[src/rtl/muldiv_iterative.sv]
// muldiv_iterative: multi-cycle unsigned MUL/MULHU/DIVU/REMU unit.
// One shift-add (multiply) or restoring-subtract (divide) step per cycle.
// A single 2*XLEN accumulator holds either the running product
// {upper, multiplier} or the division pair {remainder, quotient}.
// In both cases the low half is the MUL/DIVU answer and the high half is
// the MULHU/REMU answer, so op[0] alone picks the result half.
module muldiv_iterative #(
   parameter int XLEN   = 32,
   parameter int ADDR_W = 5,
   parameter int CNT_W  = 6
) (
   input  logic              clk,
   input  logic              rst,
   input  logic              start,
   input  logic [1:0]        op,
   input  logic [XLEN-1:0]   rs1_val,
   input  logic [XLEN-1:0]   rs2_val,
   input  logic [ADDR_W-1:0] rd_addr_in,
   output logic              busy,
   output logic              reg_write,
   output logic [ADDR_W-1:0] rd_addr,
   output logic [XLEN-1:0]   rd_data
);

   typedef enum logic [1:0] {
      IDLE = 2'd0,
      RUN  = 2'd1,
      DONE = 2'd2
   } state_t;

   state_t              state_q, state_d;
   logic [CNT_W-1:0]    cnt_q, cnt_d;
   logic [1:0]          op_q, op_d;
   logic [XLEN-1:0]     opb_q, opb_d;
   logic [2*XLEN-1:0]   acc_q, acc_d;
   logic [ADDR_W-1:0]   dest_q, dest_d;
   logic [ADDR_W-1:0]   rd_addr_q, rd_addr_d;
   logic [XLEN-1:0]     rd_data_q, rd_data_d;
   logic                busy_q, busy_d;
   logic                reg_write_q, reg_write_d;

   logic [XLEN:0]       mul_sum;
   logic [2*XLEN-1:0]   mul_next;
   logic [XLEN:0]       div_shift;
   logic [XLEN-1:0]     div_diff;
   logic                div_fits;
   logic [2*XLEN-1:0]   div_next;
   logic [XLEN-1:0]     dbz_result;
   logic                dbz;

   // One iteration of each algorithm, computed from the current accumulator.
   // The remainder before a step is always below the divisor, so the
   // difference after a successful compare fits in XLEN bits.
   always_comb begin
      mul_sum = {1'b0, acc_q[2*XLEN-1:XLEN]};
      if (acc_q[0]) begin
         mul_sum = mul_sum + {1'b0, opb_q};
      end
      mul_next  = {mul_sum, acc_q[XLEN-1:1]};

      div_shift = {acc_q[2*XLEN-1:XLEN], acc_q[XLEN-1]};
      div_fits  = (div_shift >= {1'b0, opb_q});
      div_diff  = div_shift[XLEN-1:0] - opb_q;
      if (div_fits) begin
         div_next = {div_diff, acc_q[XLEN-2:0], 1'b1};
      end else begin
         div_next = {div_shift[XLEN-1:0], acc_q[XLEN-2:0], 1'b0};
      end

      dbz        = op[1] && (rs2_val == '0);
      dbz_result = op[0] ? rs1_val : '1;
   end

   // Next-state and datapath control; every register holds by default.
   always_comb begin
      state_d   = state_q;
      cnt_d     = cnt_q;
      op_d      = op_q;
      opb_d     = opb_q;
      acc_d     = acc_q;
      dest_d    = dest_q;
      rd_addr_d = rd_addr_q;
      rd_data_d = rd_data_q;
      unique case (state_q)
         IDLE: begin
            if (start) begin
               op_d   = op;
               opb_d  = rs2_val;
               dest_d = rd_addr_in;
               acc_d  = {{XLEN{1'b0}}, rs1_val};
               if (dbz) begin
                  state_d   = DONE;
                  cnt_d     = '0;
                  rd_addr_d = rd_addr_in;
                  rd_data_d = dbz_result;
               end else begin
                  state_d = RUN;
                  cnt_d   = CNT_W'(XLEN);
               end
            end
         end
         RUN: begin
            if (cnt_q == '0) begin
               state_d   = DONE;
               rd_addr_d = dest_q;
               rd_data_d = op_q[0] ? acc_q[2*XLEN-1:XLEN] : acc_q[XLEN-1:0];
            end else begin
               cnt_d = cnt_q - CNT_W'(1);
               acc_d = op_q[1] ? div_next : mul_next;
            end
         end
         DONE: begin
            state_d = IDLE;
         end
         default: begin
            state_d = IDLE;
         end
      endcase

      busy_d      = (state_d != IDLE);
      reg_write_d = (state_d == DONE) && (dest_d != '0);
   end

   // State, operand and result registers; reset drops any in-flight op.
   always_ff @(posedge clk or negedge rst) begin
      if (!rst) begin
         state_q     <= IDLE;
         cnt_q       <= '0;
         op_q        <= '0;
         opb_q       <= '0;
         acc_q       <= '0;
         dest_q      <= '0;
         rd_addr_q   <= '0;
         rd_data_q   <= '0;
         busy_q      <= 1'b0;
         reg_write_q <= 1'b0;
      end else begin
         state_q     <= state_d;
         cnt_q       <= cnt_d;
         op_q        <= op_d;
         opb_q       <= opb_d;
         acc_q       <= acc_d;
         dest_q      <= dest_d;
         rd_addr_q   <= rd_addr_d;
         rd_data_q   <= rd_data_d;
         busy_q      <= busy_d;
         reg_write_q <= reg_write_d;
      end
   end

   assign busy      = busy_q;
   assign reg_write = reg_write_q;
   assign rd_addr   = rd_addr_q;
   assign rd_data   = rd_data_q;

endmodule
[config.mk]
export PLATFORM = sky130hd
export DESIGN_NAME = muldiv_iterative
export DESIGN_NICKNAME = d
export VERILOG_FILES = /design/src/rtl/muldiv_iterative.sv
export SDC_FILE = /design/constraint.sdc
export NUM_CORES = 1
export LEC_CHECK = 0
export BUFFER_PORTS_ARGS = -buffer_cell sky130_fd_sc_hd__clkbuf_2
export CAP_MARGIN = 0
export CORE_UTILIZATION = 45
export DETAILED_ROUTE_END_ITERATION = 10
export PLACE_DENSITY_LB_ADDON = 0.12
export SYNTH_ARGS = -nofsm -noshare
export SYNTH_HDL_FRONTEND = slang
export SYNTH_SLANG_ARGS = --single-unit
export TNS_END_PERCENT = 5
[constraint.sdc]
create_clock -name clk -period 3.5 [get_ports clk]
set_input_delay 0.7 -clock clk [delete_from_list [all_inputs] [get_ports clk]]
set_output_delay 0.7 -clock clk [all_outputs]
set_load 0.02 [all_outputs]
==> flow_metrics.tcl <==
set metrics [dict create \
    cts_max_level 4 \
    status "finished clean" \
    path_clk_slew_ps 70 \
    die_h_microns 161.3 \
    placed_cells 1781 \
    first_pass_iters 5 \
    clock_latency_ps 440 \
    min_path_type "in -> async" \
    synth_most_common_cell "nand2_1" \
    worst_slew_pin_slew_ps 829.1 \
    port_buffers 112 \
    wl_per_cell_microns 19.56 \
    root_buffer "clkbuf_16" \
    r2r_end "acc_q[56]" \
    vias_per_cell 5.873 \
    drc 0 \
    nNetsFinal 1617 \
    vias 10647 \
    cts_setup_buffers 0 \
    rsz0062_at_grt "no" \
    antenna_found_initial 0 \
    post_synth_num_cell_types 80 \
    syn-cell-area_sq_um 11420 \
    synth_ff_type "dfrtp_1" \
    async_flop_share 1.000 \
    synth_cells 1403 \
    synth.largest_area_cell "dfrtp_1" \
    crit_fanout 16 \
    std_cell_rows 57 \
    ios 113 \
    ys_warn_count 0 \
    cts_resized 0 \
    regArea_sq_um 3755 \
    antennaDiodeCount 0 \
    multi_input_area_sq_um 7117 \
    hold_viol 0 \
    fillers 2415 \
    numCtsBuffers 17 \
    cts_sinks 150 \
    critical_path.max_stage_delay_ps 490 \
    crit_path_start_kind "flop" \
    ys_ff_latch 150 \
    maxCapViolCount 0 \
    grt_max_degree 98 \
    drive_gt1_frac 0.1605 \
    fmax_mhz 315.5 \
    slew_headroom 0.4473 \
    period_share 0.9057 \
    slowest_stage "dfrtp_1" \
    die_w_microns 161.3 \
    skew_ps 15.96 \
    start_util 0.4641 \
    grt_pass1_wl_microns 56380 \
    routed_wl_microns 35460 \
    r2r-start "acc_q[51]" \
    synth_edf_count 0 \
    syn_avg_cell_area_sq_um 8.139 \
    ff2ff_path_depth 10 \
    synth-seq-area-share 0.3287 \
    first_iter_violations 715 \
    finalMaxSlewViolations 0 \
    critPathCaptureType "flop" \
    yosys-top-cells-area "dfrtp_1 (33%), o21ai_0 (8.0%), ha_1 (7.1%)" \
    stdcell_count 1813 \
    post-route-util 0.5249 \
    cp_top_family "simple AND/OR/NAND/NOR gates" \
    grt_pass1_vias 10265 \
    crit_arrival_ps 3490 \
    setup-tns-final_ps 0 \
    path_cells "ha_1 > nand4_1 > nor4_1 > a31oi_1 > o21a_1 > or3b_1 > buf_4 > nand2_2 > o221ai_1 > a22oi_1" \
    r2r_slack_ps 330 \
    crit_required_ps 3820 \
    timing_worst_setup_path_type "reg -> reg" \
    place_hpwl_microns 26060 \
    die-area_sq_um 26020 \
    area_growth_pct 13.11 \
    worstPathBufferInverterCount 1 \
    synth_common_cells "nand2_1 (215), o21ai_0 (182), dfrtp_1 (150)" \
    routabilityCongestion 0.9270 \
    postCtsHoldBufs 0 \
    min_period_ps 3170 \
    grt_remaining_overflow 0 \
    clk_path_buf_depth 2 \
    setup_viol 0 \
    fp.coreArea_sq_um 24600 \
    synth_top_area_frac 0.3287 \
    drtAntennaViolNets 0 \
    grt_use_total 0.2788 \
    synth_nets 1544 \
    cts_tree "built" \
]
## sequential cells by signal (all words and copies together), names as in the netlist
register,count
acc_q,64
opb_q,32
rd_data,32
cnt_q,6
dest_q,5
rd_addr,5
op_q,2
state_q,2
busy,1
reg_write,1
## kinds of logic (layout without fill, tap and decap cells)
family | Yosys count | in the layout | synth area share
and+or+nand+nor | 460 | 460 | 0.1899
AOI/OAI and AO/OA | 454 | 454 | 0.2434
DFF | 150 | 150 | 0.3287
buffers and inverters | 140 | 226 | 0.05040
muxes | 76 | 76 | 0.06991
adders and majority gates | 67 | 67 | 0.07473
xor gates and xnor gates | 56 | 56 | 0.04295
## final cells by class
cell class / count / area share
Sequential cell: 150 / 0.2907
Multi-Input combinational cell: 1113 / 0.5511
Timing Repair Buffer: 141 / 0.06753
Tap cell: 324 / 0.03139
Clock buffer: 18 / 0.03323
Inverter: 53 / 0.01540
Clock inverter: 14 / 0.01066
## metal layers
| metal | global-route usage | vias up | routed length, microns |
|---|---|---|---|
| li1 | - | 5193 | - |
| met1 | 0.3684 | 5062 | 15650 |
| met2 | 0.4612 | 327 | 16870 |
| met3 | 0.03159 | 65 | 1850 |
| met4 | 0.1209 | 0 | 1096 |
| met5 | 0 | - | 0 |
## worst max path at each step
stage	startpoint	to	slack (ps)	cells past startpoint
floorplan	acc_q[31]	acc_q[48]	780	13
global placement	acc_q[51]	acc_q[56]	370	10
detailed placement	acc_q[51]	acc_q[56]	380	10
CTS	acc_q[51]	acc_q[56]	350	10
global route	acc_q[51]	acc_q[56]	50	10
finish	acc_q[51]	acc_q[56]	330	10
## metrics by stage
| step | setup WS (ps) | hold WS (ps) | cell area [sq um] |
|---|---|---|---|
| 2_1_floorplan | 781.6 | 404.4 | 11420 |
| 3_3_place_gp | 370.1 | 461.1 | 12350 |
| 3_5_place_dp | 377.2 | 469.0 | 12350 |
| 4_1_cts | 352.0 | 363.2 | 12910 |
| 5_1_grt | 53.60 | 388.9 | 12910 |
| 6_report | 330.2 | 328.9 | 12910 |
## layout by cell type (no fill, tap or decap), types with 8 or more instances in the layout
master / n
a211oi_1: 14
a21o_1: 23
a21oi_1: 105
a31oi_1: 19
buf_4: 22
clkbuf_16: 17
clkbuf_2: 111
dfrtp_1: 149
ha_1: 65
inv_1: 53
mux2_2: 30
mux2i_1: 46
nand2_1: 215
nand3_1: 24
nand3b_1: 40
nand4_1: 15
nor2_1: 83
nor2b_1: 13
nor3_1: 17
nor4_1: 12
o211ai_1: 10
o21a_1: 8
o21ai_0: 182
o21ai_1: 10
o221ai_1: 9
xnor2_1: 35
xor2_1: 21
Power is left out: the tool's default activity adds up to more than one toggle a clock period on the data nets, which glitch-free logic cannot reach.
